$ cat src/rtl/interboard_pkg.sv
// ---------------------------------------------------------------------------
// interboard_pkg
// Shared definitions for the 4-phase Request/Ack interboard link between the
// two game boards. Used by both the receiver (receive_all) and the sender.
//   - word width and per-field widths of a move frame
//   - field-order constants: the step at which each field arrives
//   - RST_WORD, the data value that marks the remote-reset pattern
//   - handshake state encodings shared with the sender
//   - frame_t, the packed move-frame record, and frame_put(), which writes
//     one received word into the field selected by the step counter
// ---------------------------------------------------------------------------
package interboard_pkg;

  localparam int DATA_W     = 6;
  localparam int MSG_TYPE_W = 4;
  localparam int BLOCK_X_W  = 5;
  localparam int BLOCK_Y_W  = 3;
  localparam int CARD_W     = 6;
  localparam int SEL_LEN_W  = 3;
  localparam int MOVE_DIR_W = 1;

  localparam int STEP_W = 3;

  // Order in which the sender transmits the fields of one move frame.
  localparam logic [STEP_W-1:0] STEP_MSG_TYPE = 3'd0;
  localparam logic [STEP_W-1:0] STEP_BLOCK_X  = 3'd1;
  localparam logic [STEP_W-1:0] STEP_BLOCK_Y  = 3'd2;
  localparam logic [STEP_W-1:0] STEP_CARD     = 3'd3;
  localparam logic [STEP_W-1:0] STEP_SEL_LEN  = 3'd4;
  localparam logic [STEP_W-1:0] STEP_MOVE_DIR = 3'd5;

  // Request held high with this data long enough means "reset the other board".
  localparam logic [DATA_W-1:0] RST_WORD = 6'h3F;

  typedef enum logic [1:0] {
    WAIT_REQ_UP   = 2'd0,
    WAIT_REQ_DOWN = 2'd1,
    ACK_DROP      = 2'd2
  } hs_state_e;

  typedef struct packed {
    logic [MSG_TYPE_W-1:0] msg_type;
    logic [BLOCK_X_W-1:0]  block_x;
    logic [BLOCK_Y_W-1:0]  block_y;
    logic [CARD_W-1:0]     card;
    logic [SEL_LEN_W-1:0]  sel_len;
    logic [MOVE_DIR_W-1:0] move_dir;
  } frame_t;

  // Words wider than their field keep only the low bits.
  function automatic frame_t frame_put(input frame_t f,
                                       input logic [STEP_W-1:0] step,
                                       input logic [DATA_W-1:0] w);
    frame_t r;
    r = f;
    case (step)
      STEP_MSG_TYPE: r.msg_type = w[MSG_TYPE_W-1:0];
      STEP_BLOCK_X:  r.block_x  = w[BLOCK_X_W-1:0];
      STEP_BLOCK_Y:  r.block_y  = w[BLOCK_Y_W-1:0];
      STEP_CARD:     r.card     = w[CARD_W-1:0];
      STEP_SEL_LEN:  r.sel_len  = w[SEL_LEN_W-1:0];
      STEP_MOVE_DIR: r.move_dir = w[MOVE_DIR_W-1:0];
      default:       r = f;
    endcase
    return r;
  endfunction

endpackage

$ cat src/rtl/receive_all_if.sv
// ---------------------------------------------------------------------------
// receive_all_if
// The physical interboard link: one 6-bit data bus plus the Request/Ack pair
// of a 4-phase handshake.
//   Request          sender -> receiver, asynchronous to the receiver clock
//   interboard_data  sender -> receiver, asynchronous, stable while Request=1
//   Ack              receiver -> sender, registered
// Modports: master = sending board, slave = receiving board.
// ---------------------------------------------------------------------------
interface receive_all_if;
  import interboard_pkg::*;

  logic              Request;
  logic [DATA_W-1:0] interboard_data;
  logic              Ack;

  modport master (output Request, output interboard_data, input Ack);
  modport slave  (input Request, input interboard_data, output Ack);

endinterface

$ cat src/rtl/receive_single.sv
// ---------------------------------------------------------------------------
// receive_single
// Word-level receiver for the interboard link: synchronises Request and data,
// runs the 4-phase handshake, hands each captured word to the frame layer and
// detects the remote-reset pattern.
// Parameters: SYNC_STAGES (synchroniser depth, >=2), RST_HOLD (qualifying
// cycles of Request=1 with RST_WORD that make a remote reset).
// Ports:
//   clk, rst        clock, asynchronous active-high reset
//   link            slave side of the interboard link (drives Ack)
//   word_valid      one-cycle pulse: word holds a newly captured data word
//   word            synchronised data word
//   remote_fire     one-cycle pulse on the cycle the remote reset qualifies
//   interboard_rst  registered version of remote_fire
//   hs_idle         FSM in WAIT_REQ_UP (only with RECEIVE_WATCHDOG_EN)
// ---------------------------------------------------------------------------
module receive_single
  import interboard_pkg::*;
#(
  parameter int SYNC_STAGES = 2,
  parameter int RST_HOLD    = 6
) (
  input  logic              clk,
  input  logic              rst,
  receive_all_if.slave      link,
  output logic              word_valid,
  output logic [DATA_W-1:0] word,
  output logic              remote_fire,
  output logic              interboard_rst
`ifdef RECEIVE_WATCHDOG_EN
  ,
  output logic              hs_idle
`endif
);

  localparam int CNT_W = $clog2(RST_HOLD + 1);

  // Request travels in the same chain as the data so both are seen together.
  logic [DATA_W:0] sync_q [SYNC_STAGES];
  logic [DATA_W:0] sync_d [SYNC_STAGES];

  logic              req_s;
  logic [DATA_W-1:0] data_s;
  logic              qual;

  hs_state_e        state_q, state_d;
  logic             ack_q, ack_d;
  logic [CNT_W-1:0] cnt_q, cnt_d;
  logic             lock_q, lock_d;
  logic             rst_pulse_q, rst_pulse_d;

  always_comb begin
    sync_d[0] = {link.Request, link.interboard_data};
    for (int i = 1; i < SYNC_STAGES; i++) begin
      sync_d[i] = sync_q[i-1];
    end
  end

  assign req_s  = sync_q[SYNC_STAGES-1][DATA_W];
  assign data_s = sync_q[SYNC_STAGES-1][DATA_W-1:0];
  assign qual   = req_s && (data_s == RST_WORD);

  // Remote-reset detection runs alongside the handshake. Once it fires, the
  // lock keeps it quiet until Request has dropped, and the FSM is parked in
  // WAIT_REQ_DOWN so Ack stays high for the whole reset request. A word that
  // would be captured in the firing cycle is dropped.
  always_comb begin
    state_d     = state_q;
    cnt_d       = '0;
    lock_d      = lock_q;
    remote_fire = 1'b0;
    rst_pulse_d = 1'b0;
    word_valid  = 1'b0;

    if (qual && !lock_q) begin
      if (cnt_q == CNT_W'(RST_HOLD - 1)) begin
        remote_fire = 1'b1;
        rst_pulse_d = 1'b1;
        lock_d      = 1'b1;
      end else begin
        cnt_d = cnt_q + 1'b1;
      end
    end
    if (!req_s) begin
      lock_d = 1'b0;
    end

    case (state_q)
      WAIT_REQ_UP: begin
        if (req_s) begin
          state_d    = WAIT_REQ_DOWN;
          word_valid = 1'b1;
        end
      end
      WAIT_REQ_DOWN: begin
        if (!req_s) begin
          state_d = ACK_DROP;
        end
      end
      ACK_DROP: begin
        state_d = WAIT_REQ_UP;
      end
      default: begin
        state_d = WAIT_REQ_UP;
      end
    endcase

    if (remote_fire) begin
      state_d    = WAIT_REQ_DOWN;
      word_valid = 1'b0;
    end

    ack_d = (state_d == WAIT_REQ_DOWN);
  end

  always_ff @(posedge clk or posedge rst) begin
    if (rst) begin
      for (int i = 0; i < SYNC_STAGES; i++) begin
        sync_q[i] <= '0;
      end
      state_q     <= WAIT_REQ_UP;
      ack_q       <= 1'b0;
      cnt_q       <= '0;
      lock_q      <= 1'b0;
      rst_pulse_q <= 1'b0;
    end else begin
      for (int i = 0; i < SYNC_STAGES; i++) begin
        sync_q[i] <= sync_d[i];
      end
      state_q     <= state_d;
      ack_q       <= ack_d;
      cnt_q       <= cnt_d;
      lock_q      <= lock_d;
      rst_pulse_q <= rst_pulse_d;
    end
  end

  assign link.Ack       = ack_q;
  assign word           = data_s;
  assign interboard_rst = rst_pulse_q;

`ifdef RECEIVE_WATCHDOG_EN
  assign hs_idle = (state_q == WAIT_REQ_UP);
`endif

endmodule

$ cat src/rtl/receive_all.sv
// ---------------------------------------------------------------------------
// receive_all
// Interboard frame receiver. Collects six handshaked words (msg_type, block_x,
// block_y, card, sel_len, move_dir) into shadow registers and, on the sixth,
// publishes them to GameControl with a one-cycle interboard_en strobe. A
// remote reset detected on the link is forwarded as interboard_rst.
// Parameters: SYNC_STAGES, RST_HOLD, WDOG_CYCLES (watchdog build only).
// Optional feature: RECEIVE_WATCHDOG_EN - abandon a partial frame after
// WDOG_CYCLES idle cycles between words.
// Ports:
//   clk, rst                  clock, asynchronous active-high reset
//   link                      slave side of the interboard link
//   interboard_en             one-cycle pulse, new frame on the field outputs
//   interboard_msg_type ..    field outputs, held until the next full frame
//   interboard_move_dir
//   interboard_rst            one-cycle pulse, remote reset detected
// ---------------------------------------------------------------------------
module receive_all
  import interboard_pkg::*;
#(
  parameter int SYNC_STAGES = 2,
  parameter int RST_HOLD    = 6
`ifdef RECEIVE_WATCHDOG_EN
  ,
  parameter int WDOG_CYCLES = 1_000_000
`endif
) (
  input  logic                  clk,
  input  logic                  rst,
  receive_all_if.slave          link,
  output logic                  interboard_en,
  output logic [MSG_TYPE_W-1:0] interboard_msg_type,
  output logic [BLOCK_X_W-1:0]  interboard_block_x,
  output logic [BLOCK_Y_W-1:0]  interboard_block_y,
  output logic [CARD_W-1:0]     interboard_card,
  output logic [SEL_LEN_W-1:0]  interboard_sel_len,
  output logic [MOVE_DIR_W-1:0] interboard_move_dir,
  output logic                  interboard_rst
);

  logic              word_valid;
  logic [DATA_W-1:0] word;
  logic              remote_fire;
  logic              wdog_expire;

  logic [STEP_W-1:0] step_q, step_d;
  frame_t            shadow_q, shadow_d;
  frame_t            fields_q, fields_d;
  frame_t            frame_next;
  logic              en_q, en_d;

`ifdef RECEIVE_WATCHDOG_EN
  logic hs_idle;
`endif

  receive_single #(
    .SYNC_STAGES(SYNC_STAGES),
    .RST_HOLD   (RST_HOLD)
  ) u_single (
    .clk           (clk),
    .rst           (rst),
    .link          (link),
    .word_valid    (word_valid),
    .word          (word),
    .remote_fire   (remote_fire),
    .interboard_rst(interboard_rst)
`ifdef RECEIVE_WATCHDOG_EN
    ,
    .hs_idle       (hs_idle)
`endif
  );

`ifdef RECEIVE_WATCHDOG_EN
  localparam int WDOG_W = $clog2(WDOG_CYCLES + 1);

  logic [WDOG_W-1:0] wdog_q, wdog_d;

  // Counts idle cycles between words of a partly received frame; any
  // capture, an empty frame or an open handshake restarts it.
  always_comb begin
    wdog_d      = '0;
    wdog_expire = 1'b0;
    if (!word_valid && (step_q != '0) && hs_idle) begin
      if (wdog_q == WDOG_W'(WDOG_CYCLES - 1)) begin
        wdog_expire = 1'b1;
      end else begin
        wdog_d = wdog_q + 1'b1;
      end
    end
  end

  always_ff @(posedge clk or posedge rst) begin
    if (rst) begin
      wdog_q <= '0;
    end else begin
      wdog_q <= wdog_d;
    end
  end
`else
  assign wdog_expire = 1'b0;
`endif

  // The last word of a frame goes straight to the outputs together with the
  // shadows, so fields and interboard_en appear in the same cycle. Remote
  // reset and watchdog expiry abandon the partial frame without touching the
  // published fields.
  always_comb begin
    step_d     = step_q;
    shadow_d   = shadow_q;
    fields_d   = fields_q;
    en_d       = 1'b0;
    frame_next = frame_put(shadow_q, step_q, word);

    if (word_valid) begin
      shadow_d = frame_next;
      if (step_q == STEP_MOVE_DIR) begin
        step_d   = '0;
        fields_d = frame_next;
        en_d     = 1'b1;
      end else begin
        step_d = step_q + 1'b1;
      end
    end

    if (remote_fire || wdog_expire) begin
      step_d   = '0;
      shadow_d = '0;
      en_d     = 1'b0;
      fields_d = fields_q;
    end
  end

  always_ff @(posedge clk or posedge rst) begin
    if (rst) begin
      step_q   <= '0;
      shadow_q <= '0;
      fields_q <= '0;
      en_q     <= 1'b0;
    end else begin
      step_q   <= step_d;
      shadow_q <= shadow_d;
      fields_q <= fields_d;
      en_q     <= en_d;
    end
  end

  assign interboard_en       = en_q;
  assign interboard_msg_type = fields_q.msg_type;
  assign interboard_block_x  = fields_q.block_x;
  assign interboard_block_y  = fields_q.block_y;
  assign interboard_card     = fields_q.card;
  assign interboard_sel_len  = fields_q.sel_len;
  assign interboard_move_dir = fields_q.move_dir;

endmodule

$ cat src/flat_wrapper.sv
// flat-port wrapper written by rule: the top's interface ports become plain ports
module receive_all_flat import interboard_pkg::*;
#(
  parameter int SYNC_STAGES = 2,
  parameter int RST_HOLD    = 6

)
  (clk, rst, interboard_en, interboard_msg_type, interboard_block_x, interboard_block_y, interboard_card, interboard_sel_len, interboard_move_dir, interboard_rst, link_Request, link_interboard_data, link_Ack);
  receive_all_if link_i ();
  input  logic clk;
  input  logic rst;
  output logic interboard_en;
  output logic [MSG_TYPE_W-1:0] interboard_msg_type;
  output logic [BLOCK_X_W-1:0] interboard_block_x;
  output logic [BLOCK_Y_W-1:0] interboard_block_y;
  output logic [CARD_W-1:0] interboard_card;
  output logic [SEL_LEN_W-1:0] interboard_sel_len;
  output logic [MOVE_DIR_W-1:0] interboard_move_dir;
  output logic interboard_rst;
  input wire logic [$bits(link_i.Request)-1:0] link_Request;
  input wire logic [$bits(link_i.interboard_data)-1:0] link_interboard_data;
  output wire logic [$bits(link_i.Ack)-1:0] link_Ack;
  assign link_i.Request = link_Request;
  assign link_i.interboard_data = link_interboard_data;
  assign link_Ack = link_i.Ack;
  receive_all #(.SYNC_STAGES(SYNC_STAGES), .RST_HOLD(RST_HOLD)) u_core (.clk(clk), .rst(rst), .link(link_i), .interboard_en(interboard_en), .interboard_msg_type(interboard_msg_type), .interboard_block_x(interboard_block_x), .interboard_block_y(interboard_block_y), .interboard_card(interboard_card), .interboard_sel_len(interboard_sel_len), .interboard_move_dir(interboard_move_dir), .interboard_rst(interboard_rst));
endmodule
$ cat config.mk
export PLATFORM = sky130hd
export DESIGN_NAME = receive_all_flat
export DESIGN_NICKNAME = d
export VERILOG_FILES = /design/src/rtl/interboard_pkg.sv /design/src/rtl/receive_all_if.sv /design/src/rtl/receive_single.sv /design/src/rtl/receive_all.sv /design/src/flat_wrapper.sv
export SDC_FILE = /design/constraint.sdc
export NUM_CORES = 1
export LEC_CHECK = 0
export ABC_AREA = 0
export BUFFER_PORTS_ARGS = -buffer_cell sky130_fd_sc_hd__buf_2
export CORE_ASPECT_RATIO = 1.1
export CORE_MARGIN = 1
export CORE_UTILIZATION = 30
export DETAILED_ROUTE_END_ITERATION = 16
export GPL_TIMING_DRIVEN = 0
export SKIP_LAST_GASP = 1
export SYNTH_ARGS = -nofsm -noshare
export SYNTH_HDL_FRONTEND = slang
export SYNTH_SLANG_ARGS = --single-unit
$ cat constraint.sdc
create_clock -name clk -period 7.4 [get_ports clk]
set_input_delay 2.22 -clock clk [delete_from_list [all_inputs] [get_ports clk]]
set_output_delay 2.22 -clock clk [all_outputs]
set_load 0.05 [all_outputs]
# [Yosys cells after proc, flatten, opt, wreduce, memory -nomap -nowiden]
# Cells that the tools add are included.
[op_classes] n_eq_ne=11 bitwise_logic=1 muxes=28 shift=0 mul=0 div=0 n_lt_le_gt_ge=0 n_reduce_logical=8 n_addsub=2
[ops] op="22-bit two-way mux" n=2
[ops] op="3-bit two-way mux" n=7
[ops] op="1-bit two-way mux" n=12
[ops] op="3-bit == test, second input constant" n=3
[ops] op="3-bit by 1-bit adder with 3-bit output, second input constant" n=2
[ops] op="3-bit by 2-bit == test with 1-bit output, second input constant" n=2
[ops] op="6-bit == test, second input constant" n=1
[ops] op="2-bit two-way mux" n=3
[ops] op="6-bit two-way mux" n=1
[ops] op="5-bit two-way mux" n=1
[ops] op="2-bit by 1-bit == test with 1-bit output, second input constant" n=2
[ops] op="4-bit two-way mux" n=1
[ops] op="2-bit by 1-bit != test with 1-bit output, second input constant" n=2
[ops] op="2-bit case mux with 2 select lines" n=1
[ops] op="3-bit by 1-bit == test with 1-bit output, second input constant" n=1
[ops] op="3-bit zero test" n=1
[ops] op="3-bit AND reduction" n=1
[ops] op="1-bit logical AND" n=2
[ops] op="2-bit zero test" n=1
[ops] op="2-bit AND reduction" n=1
[ops] op="2-bit nonzero test" n=1
[ops] op="1-bit zero test" n=1
[ops] op="1-bit inverter" n=1
[totals] latch_bits=0 mem_count=0 input_bits=9 ramBits=0 register_bits=70 romBits=0 out_inout_bits=25 elab_cells=71

# [Longest topological paths before layout]
[logic_depth] word_depth=7 mapped_depth=8

# [Modules after synthesis]
# Synthesis repeated with hierarchy kept, for this count alone.
[unflattened] hier_cells=222 hier_area_um2=2788.9
[by_module_without_submodules] mod="receive_all" n_inst=1 area_per_inst_um2=2090.8 seq_area_each_um2=1176.1 cells_each=180
[by_module_without_submodules] mod="receive_single" n_inst=1 area_per_inst_um2=698.2 seq_area_each_um2=550.5 cells_each=42

# [Worst setup path after synthesis]
# Ideal clock, no wire load.
[synth_path] path_kind="reg2out" from="reg u_core.fields_q (netlist bit u_core.interboard_card[3])" to="out interboard_card[3]" setup_slack_ns=4.582 stages_incl_launch_ff=1 arrival_time_ns=0.598 required_time_ns=5.180 path_cell_list="dfrtp_1"
[synth_rtl] item="start, declared" line_no="receive_all.sv:48" text="frame_t fields_q, fields_d;"
[synth_rtl] item="start signal, assigned" line_no="receive_all.sv:142" text="fields_q <= fields_d;"
[synth_rtl] item="end, declared" line_no="flat_wrapper.sv:16" text="output logic [CARD_W-1:0] interboard_card;"
# No word-level cell between the ends.

# [Worst setup path in the final report]
[layout_path] from="reg u_core.fields_q (netlist bit u_core.interboard_msg_type[0])" to="out interboard_msg_type[0]"
[layout_rtl] item="end, declared" line_no="flat_wrapper.sv:13" text="output logic [MSG_TYPE_W-1:0] interboard_msg_type;"
# No word-level cell between the ends.

==> impl_metrics.py <==
metrics = {
    "grt": {
        "grt_pass1_wl_um": 9140,
        "gr-total-overflow": 0,
        "grt_use_total": 0.125,
        "grt_max_degree": 70,
        "first_global_vias": 1789,
        "antenna_found_initial": 0,
    },
    "placement": {
        "io_buffers": 33,
        "hpwl_um": 3550,
        "place.gp.congestion": 0.828,
    },
    "logic_synthesis": {
        "synth_nets": 225,
        "netlist_area_um2": 2860,
        "yosysWarnings": 0,
        "ys_ff_latch": 69,
        "synthArstFlopShare": 1.00,
        "synth_edf_count": 0,
        "synth_top_cell_area_share": 0.603,
        "synth_ff_type": "dfrtp_1",
        "synth_cell_types": 32,
        "ys_seq_area_frac": 0.603,
        "yosysTopAreaCell": "dfrtp_1",
        "synthCells": 215,
        "synthTopCellsByArea": "dfrtp_1, mux2_2, mux2i_1",
        "synth.avg_cell_area_um2": 13.3,
    },
    "sta": {
        "rsz0062_at_grt": "false",
        "fmax_ghz": 0.313,
        "clock_skew_ns": 0.00762,
        "finalCriticalPeriod_ns": 3.20,
        "tightest_slew_ns": 0.837,
        "finalSetupViolCount": 0,
        "period_share": 0.432,
        "finalHoldViolCount": 0,
        "final_max_slew_viol_count": 0,
        "relSlewSlack": 0.442,
        "finalSetupTns_ns": 0,
    },
    "critical_path": {
        "worst-r2r-cell-count": 8,
        "crit_family": "flip-flops",
        "timing.rr.start": "u_core.step_q[0]",
        "path_buf_inv": 1,
        "critical_path_arrival_ns": 0.98,
        "cp_slowest_cell": "dfrtp_1",
        "endpoint_kind": "output pin",
        "rrSetupSlack_ns": 5.16,
        "worst-endpoint-required_ns": 5.18,
        "max_stage_delay_ns": 0.36,
        "cp.depth": 1,
        "crit_path_start": "u_core.interboard_msg_type[0]",
        "criticalPathCategory": "register to output pin",
        "cp-start-kind": "register",
        "path_cells": "buf_2",
        "endpoint": "interboard_msg_type[0]",
        "path_max_fanout": 2,
        "timing.rr.end": "u_core.shadow_q[8]",
    },
    "drt": {
        "drtIter0Drc": 108,
        "wirelength_um": 5410,
        "dr.pass1.iters": 4,
        "vias": 1727,
        "postRouteAntennaNets": 0,
        "wl_per_cell_um": 14.2,
        "drc": 0,
        "viasPerCell": 4.53,
    },
    "floorplanning": {
        "die_area_um2": 9930,
        "coreArea_um2": 9310,
        "rows": 37,
        "die_width_um": 95.1,
        "dieHeight_um": 104,
        "initial_core_util": 0.308,
        "ioPinCount": 34,
    },
    "cts": {
        "clock_latency_ns": 0.35,
        "hold_buffers": 0,
        "clockRootBuffer": "clkbuf_8",
        "clk_path_buf_depth": 2,
        "postCtsResizedCells": 0,
        "clk_pin_slew_ns": 0.08,
        "cts_sinks": 69,
        "cts_tree": "done",
        "postCtsSetupBuffers": 0,
        "htree_levels": 3,
        "numCtsBuffers": 9,
    },
    "min_path": {
        "min_path_type": "register to register",
    },
    "power_and_ir_drop": {
        "power.leakage_nw": 1.67,
        "p_per_area_nw_per_um2": 427,
        "irDropWorstVdd_v": 0.000200,
        "power.total_mw": 1.44,
    },
    "final_layout": {
        "area_growth_pct": 18.0,
        "diodes": 0,
        "final_common_cell": "dfrtp_1",
        "final_layout_size_suffix_gt1_frac": 0.375,
        "layout.nets": 269,
        "layout_common_cells": "dfrtp_1, mux2_2, buf_2",
    },
    "job": {
        "maxCapViolations": 0,
    },
    "outcome": {
        "status": "finished, final reports clean",
    },
}
how the worst min path moves through the flow:
stage,start,endpoint,cells after the start
after floorplan,u_core.u_single.sync_d[6],u_core.u_single.req_s,0
after global placement,u_core.u_single.sync_d[2],u_core.u_single.word[2],0
after detailed placement,u_core.u_single.sync_d[3],u_core.u_single.word[3],0
after CTS,u_core.u_single.sync_d[0],u_core.u_single.word[0],0
after global routing,u_core.u_single.sync_d[0],u_core.u_single.word[0],0
final,u_core.u_single.sync_d[0],u_core.u_single.word[0],0
cells in the mapped netlist, types with 2 or more instances:
| library cell | n |
|---|---|
| dfrtp_1 | 69 |
| mux2_2 | 40 |
| nor2_1 | 26 |
| mux2i_1 | 21 |
| clkbuf_1 | 7 |
| nand2_1 | 5 |
| a21oi_1 | 4 |
| inv_1 | 4 |
| buf_6 | 3 |
| mux2_1 | 3 |
| nand3_1 | 3 |
| nor3_1 | 3 |
| and2_1 | 2 |
| and4_1 | 2 |
| buf_2 | 2 |
| nand3b_1 | 2 |
| nor2b_1 | 2 |
| nor3b_1 | 2 |
| o22ai_1 | 2 |
layout make-up:
| class | instances | area, um^2 |
|---|---|---|
| Multi-Input combinational cell | 127 | 1030 |
| Tap cell | 117 | 146 |
| Clock buffer | 10 | 138 |
| Inverter | 5 | 21.3 |
| Clock inverter | 6 | 62.6 |
| Sequential cell | 69 | 1730 |
| Timing Repair Buffer | 33 | 165 |
| Buffer | 14 | 81.3 |
| Fill cell | 903 | 5930 |
routing by layer:
| metal | part of all wire | up-vias | track usage |
|---|---|---|---|
| met4 | 0.016 | 0 | 0.0552 |
| li1 | - | 832 | - |
| met3 | 0.037 | 7 | 0.0387 |
| met2 | 0.47 | 29 | 0.180 |
| met5 | 0 | - | 0 |
| met1 | 0.47 | 859 | 0.170 |
report_power, final:
group / switching, mW / total, mW / leakage, nW / internal (mW)
registers: 0.0666 / 0.568 / 0.869 / 0.502
logic: 0.353 / 0.561 / 0.702 / 0.208
clock network: 0.148 / 0.311 / 0.0943 / 0.163
metrics by stage:
step                cell area, um^2  cells  setup WS, ns  utilization  hold WS [ns]
finish                         3380    381          4.20        0.363         0.346
global route                   3380    381          4.14        0.363         0.355
CTS                            3380    381          4.18        0.363         0.351
detailed placement             3180    365          4.36        0.341         0.335
global placement               3170    365          2.58        0.341         0.332
floorplan                      2860    215          3.44            -         0.331
cells by family after synthesis:
group / count (synthesis) / synth area share
flip-flops: 69 / 0.603
multiplexers: 64 / 0.243
AND/OR/NAND/NOR: 52 / 0.0888
buffers and inverters: 19 / 0.0350
AO/OA/AOI/OAI: 9 / 0.0227
XOR/XNOR: 1 / 0.00306
adder cells (fa/ha/maj): 1 / 0.00437
sequential cells by signal, summed over array words and instances, names as in the netlist, 4 cells and up:
signal and flops:
u_core.interboard_card 6, u_core.interboard_msg_type 4, u_core.u_single.word 6, u_core.interboard_block_x 5
u_core.shadow_q 21, u_core.u_single.sync_d 7
(Power assumes the default switching activity.)
